$ cat src/rtl/valid_scheduler_pkg.sv
// -----------------------------------------------------------------------------
// valid_scheduler_pkg
// Shared types and helpers for the valid scheduler:
//   state_e         - arbiter FSM states (IDLE / BUSY)
//   is_brdcst_addr  - true when an APB address selects the broadcast slot,
//                     which sits at index NSOURCES (one past the last source)
// -----------------------------------------------------------------------------
package valid_scheduler_pkg;

   typedef enum logic {
      IDLE = 1'b0,
      BUSY = 1'b1
   } state_e;

   // The broadcast slot lives directly above the last per-source address.
   function automatic logic is_brdcst_addr(input logic [31:0] addr,
                                           input logic [31:0] nsources);
      return (addr == nsources);
   endfunction

endpackage : valid_scheduler_pkg

$ cat src/rtl/valid_scheduler_rr_arbiter.sv
// -----------------------------------------------------------------------------
// rr_arbiter
// Purely combinational round-robin search. Starting at last_i+1 and wrapping
// from N-1 back to 0, returns the first set bit of req_i.
//   req_i   in  N           request vector
//   last_i  in  $clog2(N)   index granted last time
//   idx_o   out $clog2(N)   first requesting index after last_i
//   found_o out 1           idx_o is valid (some request was set)
// -----------------------------------------------------------------------------
module rr_arbiter #(
   parameter int N = 4
) (
   input  logic [N-1:0]          req_i,
   input  logic [$clog2(N)-1:0]  last_i,
   output logic [$clog2(N)-1:0]  idx_o,
   output logic                  found_o
);

   localparam int IW = $clog2(N);

   // NOTE: every output gets a default before the search so no latch is inferred.
   always_comb begin
      idx_o   = '0;
      found_o = 1'b0;
      // i runs 1..N so last_i itself is checked last (lowest priority).
      for (int i = 1; i <= N; i++) begin
         if (!found_o && req_i[(int'(last_i) + i) % N]) begin
            found_o = 1'b1;
            idx_o   = IW'((int'(last_i) + i) % N);
         end
      end
   end

endmodule : rr_arbiter

$ cat src/rtl/valid_scheduler.sv
// -----------------------------------------------------------------------------
// valid_scheduler
// Counts data-ready events per sink, grants sinks round-robin to the APB
// slave side, and decodes APB writes into per-source valid strobes.
//   pclk                    in  1          clock, rising edge
//   rstn                    in  1          async active-low reset
//   master_valids           in  NSINKS     per-sink data-ready request
//   paddr                   in  ADDR_WIDTH APB write address
//   slv0_wr                 in  1          write strobe to slave side
//   slv0_penable            in  1          APB enable, completes granted transfer
//   src_brdcst_subscription in  NSOURCES   broadcast membership per source
//   ovf_clr                 in  1          clears all overflow flags
//   current_idx             out $clog2(NSINKS) granted sink
//   grant_valid             out 1          current_idx is a live grant
//   valids_active           out NSINKS     sink has pending events
//   slave_valids            out NSOURCES   registered per-source write valid
//   overflow                out NSINKS     sticky pending-counter overflow
// -----------------------------------------------------------------------------
module valid_scheduler
   import valid_scheduler_pkg::*;
#(
   parameter int NSINKS     = 4,
   parameter int NSOURCES   = 4,
   parameter int ADDR_WIDTH = 8,
   parameter int DEPTH      = 3,
   parameter int LEVEL_MODE = 0
) (
   input  logic                      pclk,
   input  logic                      rstn,
   input  logic [NSINKS-1:0]         master_valids,
   input  logic [ADDR_WIDTH-1:0]     paddr,
   input  logic                      slv0_wr,
   input  logic                      slv0_penable,
   input  logic [NSOURCES-1:0]       src_brdcst_subscription,
   input  logic                      ovf_clr,
   output logic [$clog2(NSINKS)-1:0] current_idx,
   output logic                      grant_valid,
   output logic [NSINKS-1:0]         valids_active,
   output logic [NSOURCES-1:0]       slave_valids,
   output logic [NSINKS-1:0]         overflow
);

   localparam int IW = $clog2(NSINKS);
   localparam int CW = $clog2(DEPTH + 1);

   logic [NSINKS-1:0]   mv_q;
   logic [CW-1:0]       count_q [NSINKS];
   logic [CW-1:0]       count_d [NSINKS];
   logic [NSINKS-1:0]   va_q, va_d;
   logic [NSINKS-1:0]   ovf_q, ovf_d;
   logic [NSINKS-1:0]   event_w, done_w;
   state_e              state_q, state_d;
   logic [IW-1:0]       idx_q, idx_d;
   logic [IW-1:0]       last_q, last_d;
   logic [NSOURCES-1:0] sv_q, sv_d;
   logic [IW-1:0]       rr_idx;
   logic                rr_found;

   // ---------------------------------------------------------------- events
   // Level mode re-arms only once the sink has drained, so a held request
   // produces one event per service rather than one per cycle.
   always_comb begin
      event_w = '0;
      done_w  = '0;
      for (int j = 0; j < NSINKS; j++) begin
         event_w[j] = (LEVEL_MODE != 0) ? (master_valids[j] & ~va_q[j])
                                        : (master_valids[j] & ~mv_q[j]);
         done_w[j]  = slv0_penable & (state_q == BUSY) & (idx_q == IW'(j));
      end
   end

   // ------------------------------------------------------ pending counters
   // Event and done together cancel; a saturated counter flags overflow
   // instead of wrapping, and the set term dominates ovf_clr.
   always_comb begin
      for (int j = 0; j < NSINKS; j++) begin
         count_d[j] = count_q[j];
         ovf_d[j]   = ovf_q[j] & ~ovf_clr;
         if (event_w[j] && !done_w[j]) begin
            if (count_q[j] == CW'(DEPTH)) begin
               ovf_d[j] = 1'b1;
            end else begin
               count_d[j] = count_q[j] + 1'b1;
            end
         end else if (done_w[j] && !event_w[j] && (count_q[j] != '0)) begin
            count_d[j] = count_q[j] - 1'b1;
         end
         // Registered from count_d so valids_active always matches count_q.
         va_d[j] = (count_d[j] != '0);
      end
   end

   // ------------------------------------------------------------- arbiter
   rr_arbiter #(
      .N (NSINKS)
   ) u_rr_arbiter (
      .req_i   (va_q),
      .last_i  (last_q),
      .idx_o   (rr_idx),
      .found_o (rr_found)
   );

   // The grant is held until the slave completes the transfer, even if the
   // sink's count drops to zero some other way.
   always_comb begin
      state_d = state_q;
      idx_d   = idx_q;
      last_d  = last_q;
      unique case (state_q)
         IDLE: begin
            if (rr_found) begin
               state_d = BUSY;
               idx_d   = rr_idx;
            end
         end
         BUSY: begin
            if (slv0_penable) begin
               state_d = IDLE;
               last_d  = idx_q;
            end
         end
         default: state_d = IDLE;
      endcase
   end

   // -------------------------------------------------------- slave decode
   // Addresses above the broadcast slot match nothing and yield all zeros.
   always_comb begin
      sv_d = '0;
      for (int k = 0; k < NSOURCES; k++) begin
         sv_d[k] = slv0_wr &
                   ((paddr == ADDR_WIDTH'(k)) |
                    (is_brdcst_addr(32'(paddr), 32'(NSOURCES)) &
                     src_brdcst_subscription[k]));
      end
   end

   // ------------------------------------------------------------ registers
   // NOTE: the counter array is small and must read zero after reset, so
   // each entry is reset explicitly rather than left to power-up values.
   // NOTE: state registers use non-blocking assignment only.
   always_ff @(posedge pclk or negedge rstn) begin
      if (!rstn) begin
         mv_q    <= '0;
         for (int j = 0; j < NSINKS; j++) begin
            count_q[j] <= '0;
         end
         va_q    <= '0;
         ovf_q   <= '0;
         sv_q    <= '0;
         state_q <= IDLE;
         idx_q   <= '0;
         last_q  <= IW'(NSINKS - 1);
      end else begin
         mv_q    <= master_valids;
         for (int j = 0; j < NSINKS; j++) begin
            count_q[j] <= count_d[j];
         end
         va_q    <= va_d;
         ovf_q   <= ovf_d;
         sv_q    <= sv_d;
         state_q <= state_d;
         idx_q   <= idx_d;
         last_q  <= last_d;
      end
   end

   assign current_idx   = idx_q;
   assign grant_valid   = (state_q == BUSY);
   assign valids_active = va_q;
   assign slave_valids  = sv_q;
   assign overflow      = ovf_q;

endmodule : valid_scheduler

$ cat config.mk
export PLATFORM = sky130hd
export DESIGN_NAME = valid_scheduler
export DESIGN_NICKNAME = d
export VERILOG_FILES = /design/src/rtl/valid_scheduler_pkg.sv /design/src/rtl/valid_scheduler_rr_arbiter.sv /design/src/rtl/valid_scheduler.sv
export SDC_FILE = /design/constraint.sdc
export NUM_CORES = 1
export LEC_CHECK = 0
export BUFFER_PORTS_ARGS = -buffer_cell sky130_fd_sc_hd__buf_4
export CORE_UTILIZATION = 49
export DETAILED_ROUTE_END_ITERATION = 8
export MAX_ROUTING_LAYER = met4
export PLACE_DENSITY = 0.84
export REMOVE_ABC_BUFFERS = 1
export SLEW_MARGIN = 15
export SYNTH_ARGS = -nofsm -noshare
export SYNTH_HDL_FRONTEND = slang
export SYNTH_SLANG_ARGS = --single-unit
$ cat constraint.sdc
create_clock -name pclk -period 1.4 [get_ports pclk]
set_clock_uncertainty 0.15 [all_clocks]
set_input_delay 0.42 -clock pclk [delete_from_list [all_inputs] [get_ports pclk]]
set_output_delay 0.42 -clock pclk [all_outputs]
set_load 0.02 [all_outputs]
# After elaboration in Yosys (flattened, before gate mapping)
# Index checks and enable logic that the tools add are counted.
[totals] ff_bits=29 input_bits=21 out_inout_bits=15 elab_cells=158
[op_classes] bitwise_logic=35 reduce_logical=42 eq_ne=11 order_cmp=4 n_mux=43 n_addsub=12
[ops] operator="$mux 2" count=16
[ops] operator="$mux 1" count=22
[ops] operator="$and 1x1->1" count=21
[ops] operator="$eq 8x2->1 const B" count=2
[ops] operator="$lt 3x4->1 const B" count=4
[ops] operator="$reduce_bool 2->1" count=8
[ops] operator="$logic_and 1x1->1" count=15
[ops] operator="$add 2x1->2 const B" count=6
[ops] operator="$eq 2x2->1 const B" count=6
[ops] operator="$logic_not 1->1" count=11
[ops] operator="$bmux 1 s2" count=4
[ops] operator="$eq 8x1->1 const B" count=1
[ops] operator="$eq 8x3->1 const B" count=1
[ops] operator="$logic_not 8->1" count=1
[ops] operator="$reduce_or 2->1" count=4
[ops] operator="$sub 2x1->2 const B" count=4
[ops] operator="$not 1->1" count=6
[ops] operator="$add 2x2->2 const B" count=2
[ops] operator="$and 1x1->1 const A" count=4
[ops] operator="$or 1x1->1" count=4
[ops] operator="$reduce_and 2->1" count=2
[ops] operator="$eq 2x1->1 const B" count=1
[ops] operator="$logic_not 2->1" count=1
[ops] operator="$pmux 1 s2" count=1

# Logic depth before layout (Yosys ltp)
[depth] word_depth=18 depth_mapped=5 depth_no_buf=5

# By module
# A second synthesis with hierarchy kept.
[hier_totals] hier_cells=175 area_unflattened_um2=1747.9
[modules_own_cells] module="valid_scheduler" seq_area_each_um2=728.2 instances=1 area_each_um2=1656.6 cells_each=161
[modules_own_cells] module="rr_arbiter" seq_area_each_um2=0.0 instances=1 area_each_um2=91.3 cells_each=14

# Least setup slack after synthesis
# Ideal clock, no wire load.
[synth_path] path_kind="reg2reg" start="reg state_q, in the netlist grant_valid" end="reg count_q[6] (netlist name)" arrival_ns=1.319 path_buffers=1 path_slack_ns=-0.173 synth_period_minus_slack_ns=1.573 required_ns=1.146 path_stages_with_launch=6 setup_time_ns=0.104 path_cell_list="dfrtp_1 -> clkbuf_4 -> and4bb_4 -> nor3b_2 -> nor3_1 -> a221oi_1"
[synth_lines] element="from (decl)" line="valid_scheduler.sv:52" rtl="state_e state_q, state_d;"
[synth_lines] element="from (signal assigned)" line="valid_scheduler.sv:162" rtl="state_q <= state_d;"
[synth_lines] element="to (signal, indexed assignment)" line="valid_scheduler.sv:157" rtl="count_q[j] <= count_d[j];"
[synth_lines] element="to (decl)" line="valid_scheduler.sv:47" rtl="logic [CW-1:0] count_q [NSINKS];"

==> flow_summary_export.csv <==
group,metric,value,unit
cells_and_area,area_growth_syn_to_layout,72.3,%
sta,finalCriticalPeriod,1720,ps
sta,hold_ws,113,ps
cts,cts.sinks,29,
synth,yosys.area.top_type,"dfrtp_1",
synth,synthTopCellsByArea,"dfrtp_1 39%, ha_1 12%, nor2_1 4.3%",
synth,yosys_warnings,0,
cts,cts_buffers,5,
sta,post-route-period-util,1.23,
pwr,ir_worst_vdd,1.07,mV
pwr,p_int,3.38,mW
min_path,min_delay_worst_endpoint,"slave_valids[1]",
place,dpl.hpwl,2780,um
cells_and_area,num-nets-final,309,
routing,drt_iter0_drc,129,
cells_and_area,drive_above_1_share,0.597,
pwr,switchingPower,2.57,mW
outcome,violations,"negative setup slack",
die,io_pins,36,
global_routing,grt_pass1_wl,7620,um
routing,viasPerCell,6.09,
routing,drtAntennaViolNets,0,
sta,maxSlewHeadroom,0.749,
die,die_h,61.4,um
cts,cts_root_buffer,"clkbuf_4",
die,die_x,61.4,um
pwr,p_clk_frac,0.127,
cells_and_area,fillers,151,
min_path,hold_class,"in2reg",
synth,ys_types,35,
synth,yosysMostFrequentCell,"dfrtp_1",
routing,first_pass_iters,4,
routing,drc,0,
synth,synth_top_area_share,0.390,
die,dieArea,3780,um^2
pwr,p_comb_frac,0.630,
place,portBuffers,35,
cells_and_area,antennaDiodeCount,0,
setup_path,cp.arrival,1810,ps
sta,rsz0062_at_grt,"true",
sta,slew_viol_final,0,
sta,setup_viol,34,
die,initial_utilization,0.515,
cts,clock_latency,350,ps
global_routing,antenna_found_initial,0,
global_routing,grt_max_degree,30,
setup_path,worst_ep_required_time,1490,ps
synth,syn_area,1730,um^2
pwr,p_leak,1.35,nW
setup_path,crit_path_end_kind,"flop",
global_routing,grt_pass1_vias,1748,
synth,synth_cells,180,
die,std_cell_rows,21,
setup_path,path_cells,"buf_6 > and4bb_4 > nor3b_4 > nor3_2 > a221oi_2",
place,placed_area,2260,um^2
routing,dr_total_vias,1942,
min_path,min_path_cells,2,
setup_path,crit_fanout,3,
setup_path,r2r_slack,-320,ps
cts,cts_tree,"built",
setup_path,cp_top_family,"simple AND/OR/NAND/NOR gates",
routing,wirelength,6620,um
routing,wire_per_inst,20.7,um
global_routing,overflow,0,
setup_path,reg2reg_from,"current_idx[0]",
sta,fin_ws,-316,ps
die,fp.coreArea,3360,um^2
synth,ys_seq_area_frac,0.421,
setup_path,slowest_delay,460,ps
synth,ys_seq_elements,29,
cts,clock_path_buffers,2,
synth,synth_edf_count,0,
outcome,outcome,"finished, violations left",
synth,synth_flop_cell,"dfrtp_1",
cells_and_area,final_area,2980,um^2
synth,synth_common_cells,"27 x dfrtp_1, 20 x nor2_1, 16 x ha_1, 16 x inv_1",
place,globalplace.congestion,0.768,
setup_path,critPathKind,"reg2reg",
setup_path,critPathBufInv,1,
pwr,seqPwrFrac,0.243,
synth,syn_avg_cell_area,9.62,um^2
setup_path,start_kind,"flop",
min_path,min_from,"paddr[1]",
synth,async_flop_share,1.00,
setup_path,r2r-end,"count_q[6]",
setup_path,r2r_cells,5,
flow_run,max_cap_viol_count,0,
sta,clock.fmax,0.583,GHz
pwr,p_sw_frac,0.432,
cts,cts.clk_slew.worst_paths,120,ps
pwr,powerDensity,1990,nW/um^2
sta,hold_viol,0,
sta,tightest_slew,376,ps
global_routing,grtUsageTotal,0.295,
cts,cts_max_level,2,
setup_path,cp_slowest_cell,"dfrtp_2",
state kept, by name, indices dropped and copies added (netlist names):
register and flops:
valids_active 4, slave_valids 4, current_idx 2, last_q 2, count_q 8, mv_q 4, overflow 4, grant_valid 1
cell type report:
type,count,area (um^2),area share
flip-flops and latches,29,733,0.246
inverters,16,60.1,0.0201
clock buffers,7,55.1,0.0185
well taps,46,57.6,0.0193
multi-input cells,133,1270,0.425
repair buffers,87,779,0.261
clock inverters,1,30.0,0.0101
worst max path at each step:
stage | slack [ps] | cells past startpoint | endpoint | from
after floorplan | -160 | 4 | count_q[6] | current_idx[0]
after global placement | -110 | 5 | valids_active[0] | master_valids[0]
after detailed placement | -180 | 5 | valids_active[1] | master_valids[1]
after CTS | -230 | 2 | current_idx[1] | current_idx[1]
after global routing | -350 | 5 | count_q[6] | current_idx[0]
final | -320 | 5 | count_q[6] | current_idx[0]
kinds of logic after synthesis:
kind of cell / Yosys count / share of synthesized area
simple gates: 70 / 0.223
compound gates: 40 / 0.154
flops: 29 / 0.421
buf+inv: 18 / 0.0434
fa+ha+maj: 16 / 0.116
mux: 7 / 0.0434
power groups by stage:
stage	Combinational (mW)	Sequential [mW]	Clock [mW]
floorplan	0.983	1.58	0
global placement	2.09	1.35	0
detailed placement	2.14	1.36	0
CTS	2.72	1.36	0.741
global route	3.95	1.47	0.794
finish	3.75	1.45	0.755
metal layers:
metal	GRT usage	wire [um]	vias up
met1	0.328	2460	950
met2	0.484	3370	112
met5	-	0	-
met4	0.143	313	0
met3	0.0903	470	36
li1	-	-	844
cells in the final DEF, fill, tap and decap left out, types with 4 or more instances in the layout:
| master | Yosys | layout |
|---|---|---|
| a21oi_1 | 8 | 8 |
| a221oi_2 | 0 | 4 |
| buf_4 | 0 | 53 |
| buf_6 | 0 | 33 |
| clkbuf_4 | 2 | 5 |
| dfrtp_1 | 27 | 23 |
| dfrtp_2 | 0 | 4 |
| ha_1 | 16 | 9 |
| ha_4 | 0 | 6 |
| inv_1 | 16 | 8 |
| inv_2 | 0 | 8 |
| nand2_1 | 8 | 6 |
| nand2b_1 | 5 | 5 |
| nor2_1 | 20 | 12 |
| nor2_4 | 0 | 5 |
| nor3_1 | 13 | 7 |
| nor3_2 | 0 | 6 |
| o21ai_1 | 0 | 5 |
| o21ai_2 | 0 | 4 |
repair_timing:
item / CTS / global route
gates resized for setup: 62 / 63
hold buffers: 1 / 0
endpoints found under the setup margin: 30 / 33
pin swaps: 4 / 22
buffers inserted: 10 / 12
cloned: 0 / 0
hold endpoints to repair: 27 / 0
through the flow:
step / std cells / power, mW / worst slack [ps] / setup TNS (ps) / utilization
2_1_floorplan: 178 / 2.57 / -158 / -713 / -
3_3_place_gp: 289 / 3.43 / -112 / -857 / 0.673
3_5_place_dp: 289 / 3.51 / -179 / -1400 / 0.673
4_1_cts: 308 / 4.83 / -226 / -2410 / 0.789
5_1_grt: 319 / 6.21 / -348 / -5670 / 0.887
6_report: 319 / 5.95 / -316 / -4210 / 0.887
worst reg2reg max path: stages, from the launching register on:
cell and delay, ps:
dfrtp_2 460, buf_6 140, and4bb_4 350, nor3b_4 240
nor3_2 80, a221oi_2 200
No activity file was read; power rests on OpenSTA's default activity.
